`src/rtl/core_pkg.sv`:
```
// rtl/core_pkg.sv - shared core constants and the fetch FSM state type
package core_pkg;
  localparam int XLEN = 32;
  localparam logic [XLEN-1:0] NOP_INSTR = 32'h0000_0013;

  typedef enum logic {
    FS_RUN  = 1'b0,
    FS_HALT = 1'b1
  } fetch_state_e;
endpackage

```
`src/rtl/fetch_stage_pc_reg.sv`:
```
// rtl/fetch_stage_pc_reg.sv - program counter flop, async reset to RESET_PC, sync enable
module pc_reg
  import core_pkg::*;
#(
  parameter logic [XLEN-1:0] RESET_PC = '0
) (
  input  logic            clk,
  input  logic            reset,
  input  logic            en_i,
  input  logic [XLEN-1:0] d_i,
  output logic [XLEN-1:0] q_o
);

  always_ff @(posedge clk or posedge reset) begin
    if (reset) begin
      q_o <= RESET_PC;
    end else if (en_i) begin
      q_o <= d_i;
    end
  end

endmodule

```
`src/rtl/fetch_stage.sv`:
```
// rtl/fetch_stage.sv - RISC-V fetch stage: PC, next-PC mux, IF/ID register, RUN/HALT FSM
// Optional perf counters fetch_cnt/bubble_cnt under FETCH_PERF_CNT_EN.
module fetch_stage
  import core_pkg::*;
#(
  parameter logic [31:0] RESET_PC = 32'h0000_0000
) (
  input  logic        clk,
  input  logic        reset,
  input  logic        stall_f,
  input  logic        stall_d,
  input  logic        flush_d,
  input  logic        pc_src_e,
  input  logic [31:0] pc_target_e,
  input  logic [31:0] instr_f,
  output logic [31:0] pc_f,
  output logic [31:0] instr_d,
  output logic [31:0] pc_d,
  output logic [31:0] pcplus4_d,
  output logic        valid_d,
  output logic        fault
`ifdef FETCH_PERF_CNT_EN
  ,
  output logic [31:0] fetch_cnt,
  output logic [31:0] bubble_cnt
`endif
);

  fetch_state_e state_q, state_d;
  logic        pc_en;
  logic [31:0] pc_next;
  logic [31:0] pcplus4_f;
  logic        load_bubble;
  logic        load_fetch;

  logic [31:0] if_instr_q;
  logic [31:0] if_pc_q;
  logic [31:0] if_pcplus4_q;
  logic        if_valid_q;

  assign pcplus4_f = pc_f + 32'd4;

  pc_reg #(.RESET_PC(RESET_PC)) u_pc_reg (
    .clk   (clk),
    .reset (reset),
    .en_i  (pc_en),
    .d_i   (pc_next),
    .q_o   (pc_f)
  );

  always_ff @(posedge clk or posedge reset) begin
    if (reset) begin
      state_q <= FS_RUN;
    end else begin
      state_q <= state_d;
    end
  end

  // Redirect outranks stall_f; a misaligned target freezes the PC and halts.
  always_comb begin
    state_d     = state_q;
    pc_en       = 1'b0;
    pc_next     = pcplus4_f;
    load_bubble = 1'b1;
    load_fetch  = 1'b0;
    if (state_q == FS_RUN) begin
      if (pc_src_e) begin
        if (pc_target_e[1:0] == 2'b00) begin
          pc_en   = 1'b1;
          pc_next = pc_target_e;
        end else begin
          state_d = FS_HALT;
        end
      end else begin
        pc_en = !stall_f;
      end
      load_bubble = flush_d || pc_src_e;
      load_fetch  = !load_bubble && !stall_d;
    end
  end

  always_ff @(posedge clk or posedge reset) begin
    if (reset) begin
      if_instr_q   <= NOP_INSTR;
      if_pc_q      <= '0;
      if_pcplus4_q <= '0;
      if_valid_q   <= 1'b0;
    end else if (load_bubble) begin
      if_instr_q   <= NOP_INSTR;
      if_pc_q      <= '0;
      if_pcplus4_q <= '0;
      if_valid_q   <= 1'b0;
    end else if (load_fetch) begin
      if_instr_q   <= instr_f;
      if_pc_q      <= pc_f;
      if_pcplus4_q <= pcplus4_f;
      if_valid_q   <= 1'b1;
    end
  end

  assign instr_d   = if_instr_q;
  assign pc_d      = if_pc_q;
  assign pcplus4_d = if_pcplus4_q;
  assign valid_d   = if_valid_q;
  assign fault     = (state_q == FS_HALT);

`ifdef FETCH_PERF_CNT_EN
  logic [31:0] fetch_cnt_q;
  logic [31:0] bubble_cnt_q;

  always_ff @(posedge clk or posedge reset) begin
    if (reset) begin
      fetch_cnt_q  <= '0;
      bubble_cnt_q <= '0;
    end else begin
      if (load_fetch) fetch_cnt_q <= fetch_cnt_q + 32'd1;
      if (load_bubble) bubble_cnt_q <= bubble_cnt_q + 32'd1;
    end
  end

  assign fetch_cnt  = fetch_cnt_q;
  assign bubble_cnt = bubble_cnt_q;
`endif

endmodule

```
`config.mk`:
```
export PLATFORM = sky130hd
export DESIGN_NAME = fetch_stage
export DESIGN_NICKNAME = d
export VERILOG_FILES = /design/src/rtl/core_pkg.sv /design/src/rtl/fetch_stage_pc_reg.sv /design/src/rtl/fetch_stage.sv
export SDC_FILE = /design/constraint.sdc
export NUM_CORES = 1
export LEC_CHECK = 0
export BUFFER_PORTS_ARGS = -buffer_cell sky130_fd_sc_hd__buf_4
export CAP_MARGIN = 25
export CELL_PAD_IN_SITES_DETAIL_PLACEMENT = 2
export CELL_PAD_IN_SITES_GLOBAL_PLACEMENT = 2
export CORE_ASPECT_RATIO = 0.9
export CORE_MARGIN = 10
export CORE_UTILIZATION = 31
export CTS_CLUSTER_DIAMETER = 120
export DETAILED_ROUTE_END_ITERATION = 16
export GPL_ROUTABILITY_DRIVEN = 0
export PLACE_DENSITY = 0.9
export SETUP_SLACK_MARGIN = 0.2
export SLEW_MARGIN = 15
export SYNTH_ARGS = -nofsm -noshare
export SYNTH_HDL_FRONTEND = slang
export SYNTH_SLANG_ARGS = --single-unit
```
`constraint.sdc`:
```
create_clock -name clk -period 4.7 [get_ports clk]
set_input_delay 0.705 -clock clk [delete_from_list [all_inputs] [get_ports clk]]
set_output_delay 0.705 -clock clk [all_outputs]
set_load 0.01 [all_outputs]
```
# --- After elaboration in Yosys (flattened, before gate mapping) ---
# Cells that the tools add are included.
word_totals:
  reg_bits: 130
  latch_bits: 0
  mem_bits_rw: 0
  romBits: 0
  inputBits: 70
  out_inout_bits: 130
  word_cells: 33
  mem_count: 0
op_classes:
  addsub: 1
  multipliers: 0
  n_div: 0
  magnitude_cmp: 0
  n_eq_ne: 0
  shifts: 0
  muxes: 19
  bitwise: 0
  reduce_logical: 7
op_table:
  columns: ["op", "count"]
  rows:
  - ["32-bit 2-to-1 mux", 9]
  - ["32-bit by 3-bit adder with 32-bit output (second input constant)", 1]
  - ["1-bit 2-to-1 mux", 10]
  - ["1-bit zero test", 3]
  - ["2-bit zero test", 1]
  - ["2-bit nonzero test", 1]
  - ["1-bit logical AND", 1]
  - ["1-bit logical OR", 1]

# --- Logic depth before layout (Yosys ltp) ---
logic_depth:
  word_depth: 6
  depth_mapped: 8
  depth_no_buf: 6

# --- Cells and area by module ---
# From an unflattened synthesis, not the netlist that was laid out.
unflattened:
  hier_cells: 573
  area_unflattened_um2: 6184.7
modules_own_cells:
  columns: ["module", "instances", "cells_per_inst", "area_each_um2", "seq_area_each_um2"]
  rows:
  - ["fetch_stage", 1, 504, 4835.9, 2406.1]
  - ["pc_reg", 1, 69, 1348.8, 800.8]

# --- Worst setup path after synthesis ---
# No wires, ideal clock.
synth_timing:
  path_kind: "input to register"
  start: "input pc_src_e"
  end: "register u_pc_reg.q_o[11]"
  setup_time_ns: 0.126
  arrival_time_ns: 1.815
  required_ns: 4.574
  path_slack_ns: 2.759
  cell_stages: 6
  n_path_buf: 1
  cell_sequence: "inv_2 or4_1 buf_6 nand2_1 nand2_1 a221o_1"
synth_between:
  elab_chain_cells: 2
  word_cells_on_any_way: 4
  classes_between: "4 x mux"
synth_rtl:
  columns: ["item", "line_no", "text"]
  rows:
  - ["start: declaration", "fetch_stage.sv:13", "input logic pc_src_e,"]
  - ["32-bit 2-to-1 mux or 1-bit 2-to-1 mux (tied branches)", "fetch_stage.sv:67", "if (pc_src_e) begin"]
  - ["32-bit 2-to-1 mux or 1-bit 2-to-1 mux (tied branches)", "fetch_stage.sv:66", "if (state_q == FS_RUN) begin"]
  - ["end signal: assignment", "fetch_stage_pc_reg.sv:18", "q_o <= d_i;"]
  - ["end: declaration", "fetch_stage_pc_reg.sv:11", "output logic [XLEN-1:0] q_o"]
# Several ways; a longest one is shown, not always the timed one.
# A chain may end at the register's enable or synchronous reset.

# --- Worst setup path after layout ---
layout_timing:
  start: "register u_pc_reg.q_o[2]"
  end: "register u_pc_reg.q_o[22]"
layout_between:
  elab_chain_cells: 4
layout_rtl:
  columns: ["item", "line_no", "text"]
  rows:
  - ["32-bit by 3-bit adder with 32-bit output *", "fetch_stage.sv:41", "assign pcplus4_f = pc_f + 32'd4;"]
  - ["32-bit 2-to-1 mux", "fetch_stage.sv:68", "if (pc_target_e[1:0] == 2'b00) begin"]
  - ["32-bit 2-to-1 mux", "fetch_stage.sv:67", null]
  - ["32-bit 2-to-1 mux *", "fetch_stage.sv:66", null]
# Every way passes the cells marked *; elsewhere a longest branch is shown, timed or not.

==> run_results.csv <==
group,metric,value,unit
logic_synthesis,netlist_instances,598,
power_and_ir_drop,switchingPower,0.738,mW
power_and_ir_drop,irDropWorstVdd,251,µV
routing,drtIter0Drc,312,
run_status,outcome,"finished, final reports clean",
sta,rsz0062_at_grt,"false",
routing,drtPass1Iterations,4,
sta,report.final.slew_viol_count,0,
placed_design,port_buffers,199,
routing,post_drt_wl_per_cell,22.9,µm
sta,post-route-period-util,0.511,
placed_design,placed_cells_incl_taps,998,
clocking,numClockSinks,128,
power_and_ir_drop,leakage,4.13,nW
logic_synthesis,count_of_distinct_cell_types_in_the_synthesized_netlist,50,
clocking,tritoncts.num_buffers,17,
sta,finalCriticalPeriod,2400,ps
min_path,worst_hold_path_type,"in2async",
global_routing,via_count_of_the_first_global_routing_pass,6022,
floorplanning,io_pins,200,
sta,timing.final.hold_violations,0,
logic_synthesis,yosys_most_used_dff,"sky130_fd_sc_hd__dfrtp_1",
layout,drive_above_1_share,0.334,
layout,areaGrowthSynthToFinish,37.0,%
power_and_ir_drop,sequential_share_of_power,0.412,
routing,wl_met1,10500,µm
layout,diodes,0,
critical_path,critPathMaxStageDelay,530,ps
critical_path,cp_startpoint_kind,"register",
routing,wl_met3,1360,µm
critical_path,end_kind,"register",
power_and_ir_drop,power.density_cell_area,338,nW/µm²
global_routing,globalRouteTotalUtil,0.181,
critical_path,timing.critical_path.cells,"ha_1, nand4_1, nor3_4, nand4_1, or3_1, nand3_1",
clocking,cts_hold_buffers,0,
routing,routed.top_layer,"met4",
sta,postLayoutSetupSlackWorst,2300,ps
logic_synthesis,synth_async_sr_flop_share,1.00,
floorplanning,fp.dieArea,25800,µm²
critical_path,timing.critical_path.arrival,2750,ps
clocking,post_cts.resized_instances,0,
layout,finalNonFillerCells,1032,
floorplanning,fp.dieW,168,µm
sta,slew_worst_pin,924,ps
global_routing,grt_first_pass_wirelength,37000,µm
critical_path,worst_path_most_repeated_cell,"sky130_fd_sc_hd__nand4_1",
global_routing,grt_antenna_before_repair,0,
critical_path,crit_family,"simple AND/OR/NAND/NOR gates",
logic_synthesis,post-synth-top-area-fraction,0.510,
clocking,buffers_inserted_by_post_cts_timing_repair,0,
clocking,tritoncts_clock_tree,"built",
placed_design,detailedPlacementHpwl,16600,µm
routing,vias,5373,
power_and_ir_drop,share_clk_of_total_power,0.497,
sta,finalSetupTns,0,ps
routing,final_antenna_net_count,0,
routing,detail_route.wirelength,23600,µm
logic_synthesis,mappedNetlistNets,669,
critical_path,crit_slowest_cell,"sky130_fd_sc_hd__dfrtp_1",
power_and_ir_drop,combinationalPowerShare,0.091,
sta,relative_max_transition_margin,0.383,
critical_path,critical_path_maximum_fanout,8,
logic_synthesis,post_synth_main_area_contributors,"sky130_fd_sc_hd__dfrtp_1 (51%), sky130_fd_sc_hd__mux2i_1 (11%), sky130_fd_sc_hd__nor2_1 (5.1%)",
critical_path,timing_worst_setup_path_type,"reg2reg",
logic_synthesis,most_frequent_cells_after_synthesis,"sky130_fd_sc_hd__dfrtp_1 (125), sky130_fd_sc_hd__nor2_1 (84), sky130_fd_sc_hd__mux2i_1 (68)",
placed_design,preCtsSetupSlack,1960,ps
logic_synthesis,post_synth.cell_area_avg,10.3,µm²
floorplanning,rows,48,
critical_path,crit_buf_inv,0,
logic_synthesis,ys_ff_latch,128,
floorplanning,starting_density_of_the_core,0.317,
logic_synthesis,yosys_warnings,0,
floorplanning,die_height,153,µm
routing,met2_length,11500,µm
clocking,cts.reportedPaths.clkPinSlew,60,ps
global_routing,grt_overflow_total,0,
clocking,clockRootBuffer,"sky130_fd_sc_hd__clkbuf_16",
logic_synthesis,synth-edff-count,0,
power_and_ir_drop,switching_share,0.260,
critical_path,worstPathRequired,5050,ps
clocking,cts.path.max_buffers,2,
floorplanning,design.core.area,19300,µm²
routing,avgViaCountPerCell,5.21,
sta,fmax,417,MHz
sta,final-setup-viol-count,0,
sta,final.setup_skew,13.0,ps
logic_synthesis,synth_top_area_cell,"sky130_fd_sc_hd__dfrtp_1",
clocking,cts_max_level,4,
routing,route.detailed.drc,0,
logic_synthesis,netlist_area,6140,µm²
job,max_cap_viol_count,0,
power_and_ir_drop,power.internal,2.10,mW
layout,design.final.nets,840,
clocking,clock_latency,430,ps
logic_synthesis,synthMostInstantiatedCell,"sky130_fd_sc_hd__dfrtp_1",
global_routing,pin_count_of_the_biggest_net_entering_global_routing,99,
logic_synthesis,seq_total_area_yosys,0.523,
flip-flops by register name (all words and copies together), names as in the netlist:
name and cells:
instr_d 32, fault 1, pc_d 32, u_pc_reg.q_o 32, pcplus4_d 30, valid_d 1
worst paths after layout:
check,from,end,slack (ps),cells after the start
setup / recovery,u_pc_reg.q_o[2]$_DFFE_PP0P_,u_pc_reg.q_o[22]$_DFFE_PP0P_,2300,6
hold / removal,reset,instr_d[22]$_DFFE_PP0P_,210,2
setup reg to reg,u_pc_reg.q_o[2]$_DFFE_PP0P_,u_pc_reg.q_o[22]$_DFFE_PP0P_,2300,6
hold reg to reg,valid_d$_DFFE_PP0P_,valid_d$_DFFE_PP0P_,480,1
max in group asynchronous,reset,pc_d[15]$_DFFE_PP0P_,3790,3
min in group clk,valid_d$_DFFE_PP0P_,valid_d$_DFFE_PP0P_,480,1
cell families (layout without fill, tap and decap cells):
logic type,Yosys count,in the layout,share of synthesized area
flip-flops,128,128,0.523
adder cells (fa/ha/maj),1,1,0.00204
XOR/XNOR,27,27,0.0385
multiplexers,68,68,0.111
AND/OR/NAND/NOR,193,193,0.159
buffers and inverters,63,247,0.0483
AO/OA/AOI/OAI,118,118,0.118
cell type report:
type	instances	area, µm²
Fill cell	2047	10900
Sequential cell	128	3210
Multi-Input combinational cell	407	2650
Timing Repair Buffer	208	1590
Clock buffer	19	443
Tap cell	250	313
Clock inverter	13	178
Inverter	7	31.3
power by group through the flow:
stage / Sequential, mW / Clock (mW) / Combinational [mW]
finish: 1.17 / 1.41 / 0.257
global route: 1.18 / 1.49 / 0.284
CTS: 1.17 / 1.44 / 0.261
detailed placement: 1.19 / 0 / 0.257
global placement: 1.19 / 0 / 0.249
floorplan: 1.17 / 0 / 0.149
cell usage in the layout (no fill, tap or decap), drive strengths merged, types with 14 or more instances in the layout:
| cell type | n |
|---|---|
| nand3 | 28 |
| o21ai | 30 |
| dfrtp | 125 |
| mux2i | 68 |
| a21oi | 42 |
| xnor2 | 14 |
| clkbuf | 19 |
| nor2 | 84 |
| nand2 | 31 |
| buf | 208 |
worst reg2reg max path, cell delays in order (launching register included):
cell                      delay, ps
sky130_fd_sc_hd__dfrtp_1        530
sky130_fd_sc_hd__ha_1           370
sky130_fd_sc_hd__nand4_1        240
sky130_fd_sc_hd__nor3_4         470
sky130_fd_sc_hd__nand4_1        250
sky130_fd_sc_hd__or3_1          400
sky130_fd_sc_hd__nand3_1         80
through the flow:
step | total power, mW | hold WS [ps] | area [µm²] | util
2_1_floorplan | 1.32 | 516 | 6140 | -
3_3_place_gp | 1.44 | 468 | 7740 | 0.400
3_5_place_dp | 1.45 | 470 | 7740 | 0.400
4_1_cts | 2.87 | 483 | 8360 | 0.433
5_1_grt | 2.95 | 197 | 8410 | 0.435
6_report | 2.84 | 206 | 8410 | 0.435
routing by layer:
layer	global-route usage	vias up
li1	-	2449
met1	0.227	2748
met2	0.296	155
met3	0.0584	21
met4	0.0410	0
met5	0	-
No activity file was read; power rests on OpenSTA's default activity.
